[config.mk]
export PLATFORM = sky130hd
export DESIGN_NAME = nibble_serial_addsub_16
export DESIGN_NICKNAME = d
export VERILOG_FILES = /design/src/rtl/nibble_serial_addsub_16.sv
export SDC_FILE = /design/constraint.sdc
export NUM_CORES = 1
export LEC_CHECK = 0
export ABC_CLOCK_PERIOD_IN_PS = 8300
export CORE_ASPECT_RATIO = 0.8
export CORE_MARGIN = 1
export CORE_UTILIZATION = 56
export CTS_BUF_LIST = sky130_fd_sc_hd__clkbuf_16
export DETAILED_ROUTE_END_ITERATION = 8
export PLACE_DENSITY = 0.83
export REMOVE_ABC_BUFFERS = 1
export SLEW_MARGIN = 20
export SYNTH_ARGS = -nofsm -noshare
export SYNTH_HDL_FRONTEND = slang
export SYNTH_SLANG_ARGS = --single-unit
[constraint.sdc]
create_clock -name clk -period 8.3 [get_ports clk]
set_clock_uncertainty 0.2 [all_clocks]
set_input_delay 1.66 -clock clk [delete_from_list [all_inputs] [get_ports clk]]
set_output_delay 1.66 -clock clk [all_outputs]
set_load 0.02 [all_outputs]
[src/rtl/nibble_serial_addsub_16.sv]
// Nibble-serial two's-complement adder/subtractor: one 4-bit ripple slice reused
// LSB-first over WIDTH/4 cycles, with optional saturation and Ovfl/Zero/Neg flags.

module full_adder_1bit (
  input  logic a,
  input  logic b,
  input  logic cin,
  output logic s,
  output logic cout
);
  assign s    = a ^ b ^ cin;
  assign cout = (a & b) | (cin & (a ^ b));
endmodule

module nibble_serial_addsub_16 #(
  parameter int WIDTH    = 16,
  parameter int SATURATE = 1
) (
  input  logic             clk,
  input  logic             rst,
  input  logic             start,
  input  logic [WIDTH-1:0] A,
  input  logic [WIDTH-1:0] B,
  input  logic             sub,
  output logic             busy,
  output logic             done,
  output logic [WIDTH-1:0] Sum,
  output logic             Ovfl,
  output logic             Zero,
  output logic             Neg
);
  localparam int N  = WIDTH / 4;
  localparam int KW = (N > 1) ? $clog2(N) : 1;

  typedef enum logic [1:0] {S_IDLE, S_RUN, S_DONE} state_t;

  state_t           state_q, state_d;
  logic [WIDTH-1:0] opa_q, opa_d;
  logic [WIDTH-1:0] opb_q, opb_d;
  logic             carry_q, carry_d;
  logic [KW-1:0]    k_q, k_d;
  logic [WIDTH-1:0] sh_q, sh_d;
  logic [WIDTH-1:0] sum_q, sum_d;
  logic             ovfl_q, ovfl_d;
  logic             zero_q, zero_d;
  logic             neg_q, neg_d;
  logic             busy_q, busy_d;
  logic             done_q, done_d;

  // Current nibble operands, selected by k
  logic [3:0]       nib_a, nib_b, nib_s;
  logic [4:0]       c;
  logic [WIDTH+3:0] shift_cat;
  logic [WIDTH-1:0] raw_res, sat_val, final_res;
  logic             ovf_raw;

  assign nib_a = opa_q[{k_q, 2'b00} +: 4];
  assign nib_b = opb_q[{k_q, 2'b00} +: 4];
  assign c[0]  = carry_q;

  for (genvar gi = 0; gi < 4; gi++) begin : g_slice
    full_adder_1bit u_fa (
      .a    (nib_a[gi]),
      .b    (nib_b[gi]),
      .cin  (c[gi]),
      .s    (nib_s[gi]),
      .cout (c[gi+1])
    );
  end

  // New nibble enters at the top; after N shifts the register holds the full result.
  assign shift_cat = {nib_s, sh_q};
  assign raw_res   = shift_cat[WIDTH+3:4];
  assign ovf_raw   = c[3] ^ c[4];
  assign sat_val   = opa_q[WIDTH-1] ? {1'b1, {(WIDTH-1){1'b0}}} : {1'b0, {(WIDTH-1){1'b1}}};
  assign final_res = (ovf_raw && (SATURATE != 0)) ? sat_val : raw_res;

  always_comb begin
    state_d = state_q;
    opa_d   = opa_q;
    opb_d   = opb_q;
    carry_d = carry_q;
    k_d     = k_q;
    sh_d    = sh_q;
    sum_d   = sum_q;
    ovfl_d  = ovfl_q;
    zero_d  = zero_q;
    neg_d   = neg_q;
    busy_d  = busy_q;
    done_d  = 1'b0;
    case (state_q)
      S_IDLE, S_DONE: begin
        state_d = S_IDLE;
        busy_d  = 1'b0;
        if (start) begin
          opa_d   = A;
          opb_d   = sub ? ~B : B;
          carry_d = sub;
          k_d     = '0;
          state_d = S_RUN;
          busy_d  = 1'b1;
        end
      end
      S_RUN: begin
        sh_d    = raw_res;
        carry_d = c[4];
        k_d     = k_q + KW'(1);
        if (k_q == KW'(N - 1)) begin
          sum_d   = final_res;
          ovfl_d  = ovf_raw;
          zero_d  = (final_res == '0);
          neg_d   = final_res[WIDTH-1];
          carry_d = 1'b0;
          k_d     = '0;
          state_d = S_DONE;
          busy_d  = 1'b0;
          done_d  = 1'b1;
        end
      end
      default: begin
        state_d = S_IDLE;
        busy_d  = 1'b0;
      end
    endcase
  end

  always_ff @(posedge clk or posedge rst) begin
    if (rst) begin
      state_q <= S_IDLE;
      opa_q   <= '0;
      opb_q   <= '0;
      carry_q <= 1'b0;
      k_q     <= '0;
      sh_q    <= '0;
      sum_q   <= '0;
      ovfl_q  <= 1'b0;
      zero_q  <= 1'b0;
      neg_q   <= 1'b0;
      busy_q  <= 1'b0;
      done_q  <= 1'b0;
    end else begin
      state_q <= state_d;
      opa_q   <= opa_d;
      opb_q   <= opb_d;
      carry_q <= carry_d;
      k_q     <= k_d;
      sh_q    <= sh_d;
      sum_q   <= sum_d;
      ovfl_q  <= ovfl_d;
      zero_q  <= zero_d;
      neg_q   <= neg_d;
      busy_q  <= busy_d;
      done_q  <= done_d;
    end
  end

  assign busy = busy_q;
  assign done = done_q;
  assign Sum  = sum_q;
  assign Ovfl = ovfl_q;
  assign Zero = zero_q;
  assign Neg  = neg_q;
endmodule

# Word level (Yosys, flattened, before mapping)

Index checks and enable logic that the tools add are counted.

Input bits: 36
Bits in registers: 74

Shift operators: 2
$add $sub $neg: 1
Equal/unequal tests: 5
Bitwise logic cells: 22
Reductions and logical operators: 7
Mux-type cells: 17

Operators by type and width:

| cell                                          | number |
|---|---|
| 2-to-1 mux 16 bit                             | 3 |
| indexed part select 16 x 5 -> 4 bit           | 2 |
| logical NOT 16 bit                            | 1 |
| NOT 16 bit                                    | 1 |
| bitwise XOR 1 bit                             | 9 |
| bitwise AND 1 bit                             | 8 |
| one-hot mux 2 bit (2 select lines)            | 2 |
| 2-to-1 mux 1 bit                              | 7 |
| 2-to-1 mux 2 bit                              | 3 |
| AND reduction 2 bit                           | 3 |
| == test 2 bit, second input constant          | 2 |
| inequality test 2 bit, second input constant  | 2 |
| OR 1 bit                                      | 4 |
| one-hot mux 1 bit (2 select lines)            | 2 |
| adder 2 x 1 -> 2 bit, second input constant   | 1 |
| == test 2 x 1 -> 1 bit, second input constant | 1 |
| logical NOT 2 bit                             | 1 |
| nonzero test 2 bit                            | 1 |
| OR reduction 2 bit                            | 1 |

# Longest topological paths before layout

Depth in word-level cells: 13
Mapped depth: 11
Gate-level depth less buffers: 9

# Modules after synthesis

Synthesis repeated with hierarchy kept, for this count alone.

Cells, all modules: 278
Area total of the unflattened synthesis: 3,204.3 um^2

Modules (own cells, without submodules):

| module                  | area each (um^2) | instances | cells an instance |
|---|---|---|---|
| nibble_serial_addsub_16 | 3,124.2          | 1         | 274 |
| full_adder_1bit         | 20.0             | 4         | 1 |

# Worst setup path before layout

OpenSTA, ideal clock, no wires.

Path type: flip-flop to flip-flop
From: register k_q[0]
To: register sum_q[9], in the netlist Sum[9]
Cell stages (with the launch flop): 12
Buffers on the path: 2
Clock period less this slack: 3.530 ns
Path slack: 4.770 ns
Arrival time: 3.188 ns
Path through: dfrtp_1 buf_2 mux4_2 fa_1 inv_1 fa_1 fa_1 fa_1 xnor2_2 or2_4 buf_2 a31oi_1

Word-level cells in the longest chain between the ends: 12
Elaborated cells on any way between the ends: 22
Classes of those cells: eq/ne: 1; shift: 2; mux: 1; bitwise: 17; reduce/logical: 1

RTL lines:

| what                                                          | RTL line | text |
|---|---|---|
| from (decl)                                                   | 41       | `logic [KW-1:0] k_q, k_d;` |
| from (signal assigned)                                        | 146      | `k_q <= k_d;` |
| indexed part select 16 x 5 -> 4 bit, on equally long branches | 57, 58   |  |
| bitwise XOR 1 bit                                             | 12       | `assign cout = (a & b) \| (cin & (a ^ b));` |
| bitwise AND 1 bit                                             | 12       |  |
| OR 1 bit                                                      | 12       |  |
| bitwise AND 1 bit                                             | 12       |  |
| OR 1 bit                                                      | 12       |  |
| bitwise AND 1 bit                                             | 12       |  |
| OR 1 bit                                                      | 12       |  |
| bitwise AND 1 bit                                             | 12       |  |
| OR 1 bit                                                      | 12       |  |
| bitwise XOR 1 bit                                             | 74       | `assign ovf_raw = c[3] ^ c[4];` |
| 2-to-1 mux 16 bit                                             | 76       | `assign final_res = (ovf_raw && (SATURATE != 0)) ? sat_val : raw_res;` |
| to (signal assigned)                                          | 148      | `sum_q <= sum_d;` |
| to (decl)                                                     | 43       | `logic [WIDTH-1:0] sum_q, sum_d;` |

Parallel ways exist; a longest one is shown, timed or not.
A chain may end at the register's enable or synchronous reset.

# Worst setup path in the final report

From: register k_q[0]
To: register sum_q[14], in the netlist Sum[14]

The elaborated chain is that of the path after synthesis.

==> metrics.txt <==
Required @ worst endpoint=8350 ps; Top Ports=57; DR pass1 iterations=4; most used cell, CP=fa_1; leakage=0.00173 uW; WL final=5550 um; Nets=355; RSZ-0062 raised after global routing=no; Cells after Synth=265; clk sinks=69; max-slew violations=0; Post-CTS Setup Bufs=0; CP peak stage delay=650 ps; status=finished, final reports clean; Max Cap Violations=0; Die Y=68.8 um; most common cell after layout, fill and taps aside=dfrtp_1; Via density=5.46; full die area=5890 um2; final antenna-violating net count=0; simple-gate share of the synthesized area=0.0865; vias in the first global route=1987; post-cts resize count=0; DP Wirelength=3580 um; Compound-Gate Fraction of Synth Area=0.0757; post-synth cell types=29; # DRC=0; crit path DAT=4090 ps; PwrDens=508 nW/um2; final worst path period share=0.487; Die X=85.5 um; largest family of logic cells by synthesized area=multiplexers; CTS tree=done; routed len/inst=14.6 um; total track usage=0.225; CP Launch Type=register; utilization after layout=0.777; leading cell types in the layout, fill and taps excluded=dfrtp_1 (69), clkdlybuf4s50_1 (56), nand2_1 (37), mux2_2 (27), o21ai_0 (25); layout cells sized above 1=0.179; num rows=23; maximum vdd drop=0.310 mV; grt ovf=0; share of synthesized cell area in full adder, half adder and majority cells=0.0296; HP Class=register to register; Hold Buf Count CTS=0; XOR/XNOR share of the synthesized area=0.0500; CTS max path bufs=2; diode count=0; Clock Latency Late Sink=330 ps; largest net degree at the start of global routing=70; CTS buffer count=9; total number of vias=2082; initial antenna violation count=0; starting density of the core=0.603; Setup CP Type=register to register; Setup Total Neg Slack=0 ps; Synth warnings=0; minimum clock period=4040 ps; Fin. Hold Viols=0; Worst-path clk slew=50 ps; synthesized area=3130 um2; H-tree levels=3; # fillers=345; global-route wire length before repair=9550 um; Critical Path Fanout Max=18; post-synthesis area per instance=11.8 um2; register area share after synthesis=0.552; Worst Tran Pin Value=967 ps; Iter 0 DRT Violations=80; mux contribution to synthesized area=0.161; Rel. slew slack=0.356; clock root cell=clkbuf_16; Crit. End Element=register; final setup fails=0; PortBufs=56; Fmax=248 MHz; GP Congestion=0.804; Syn-to-layout area delta=28.7%; Yosys reg bits=69; Cell Chain, Critical Path=mux4_2 > fa_1 > inv_1 > fa_1 > fa_1 > fa_1 > xnor2_2 > mux2_2 > o21ai_0; Core Box Area=5180 um2; Worst path slowest cell=xnor2_2
-- cell families after synthesis --
logic type / after synthesis
XOR/XNOR: 17
multiplexers: 37
buffers and inverters: 32
AO/OA/AOI/OAI: 42
AND/OR/NAND/NOR: 63
flip-flops: 69
adder cells (fa/ha/maj): 5
-- final cells by class --
type / instances / area (um2) / area share
clock buffer: 9 / 225 / 0.0560
clock inverter: 7 / 114 / 0.0283
inverter: 13 / 48.8 / 0.0121
multi-input combinational: 164 / 1260 / 0.314
sequential: 69 / 1730 / 0.429
tap: 62 / 77.6 / 0.0193
timing repair buffer: 57 / 568 / 0.141
-- power breakdown --
group | leakage [uW] | switching [uW] | total [uW] | internal [uW]
clock network | 0.000169 | 138 | 429 | 292
logic | 0.000730 | 506 | 982 | 476
registers | 0.000828 | 123 | 631 | 508
total | 0.00173 | 767 | 2040 | 1280
-- Yosys cell counts --
| cell | count | share of area |
|---|---|---|
| a21oi_1 | 1 | 0.0016 |
| a31o_2 | 1 | 0.0028 |
| a31oi_1 | 12 | 0.024 |
| and2_1 | 1 | 0.0020 |
| buf_2 | 9 | 0.014 |
| buf_4 | 2 | 0.0048 |
| clkbuf_1 | 8 | 0.0096 |
| clkinv_1 | 1 | 0.0012 |
| dfrtp_1 | 69 | 0.55 |
| fa_1 | 4 | 0.026 |
| ha_1 | 1 | 0.0040 |
| inv_1 | 12 | 0.014 |
| mux2_2 | 27 | 0.097 |
| mux2i_1 | 2 | 0.0064 |
| mux4_2 | 8 | 0.058 |
| nand2_1 | 37 | 0.044 |
| nand2b_1 | 2 | 0.0040 |
| nand3_1 | 2 | 0.0032 |
| nand3b_1 | 1 | 0.0024 |
| nand4_1 | 1 | 0.0020 |
| nor2_1 | 14 | 0.017 |
| nor3_1 | 1 | 0.0016 |
| nor4_1 | 2 | 0.0040 |
| nor4bb_1 | 1 | 0.0032 |
| o21ai_0 | 25 | 0.040 |
| o31ai_1 | 3 | 0.0072 |
| or2_4 | 1 | 0.0028 |
| xnor2_1 | 16 | 0.045 |
| xnor2_2 | 1 | 0.0052 |
-- final timing paths --
kind	to	cells past startpoint	slack [ps]	from
max	Sum[14]	9	4260	k_q[0]
min	opb_q[2]	2	280	opb_q[2]
max reg2reg	Sum[14]	9	4260	k_q[0]
min reg2reg	opb_q[2]	2	280	opb_q[2]
max in group asynchronous	opb_q[4]	3	5650	rst
min in group asynchronous	Ovfl	3	1710	rst
-- through the flow --
step / cell area [um2] / total power [uW] / worst slack (ps) / cells / hold WS (ps)
floorplan: 3040 / 1320 / 4580 / 246 / 245
global placement: 3680 / 1580 / 4350 / 365 / 257
detailed placement: 3680 / 1610 / 4260 / 365 / 270
CTS: 4020 / 2060 / 4230 / 381 / 282
global route: 4020 / 2200 / 3990 / 381 / 305
finish: 4020 / 2040 / 4260 / 381 / 278
-- flip-flops by register name, indices dropped and copies added, names as in the netlist --
register  flops
busy          1
state_q       2
opa_q        16
Zero          1
done          1
carry_q       1
Ovfl          1
opb_q        16
sh_q         12
k_q           2
Sum          16
-- worst max-delay path: cells and delay by family (launching register included) --
kind	cells	cell delay, ps
flip-flops	1	560
XOR/XNOR	1	650
buffers and inverters	1	50
multiplexers	2	860
AO/OA/AOI/OAI	1	130
adder cells (fa/ha/maj)	4	1500
-- routing by layer --
layer,up-vias,track usage,part of all wire
met4,0,0.0792,0.015
met2,61,0.369,0.49
met1,1012,0.281,0.45
li1,998,-,-
met3,11,0.0833,0.046
met5,-,0,0
No activity file was read; power rests on OpenSTA's default activity.
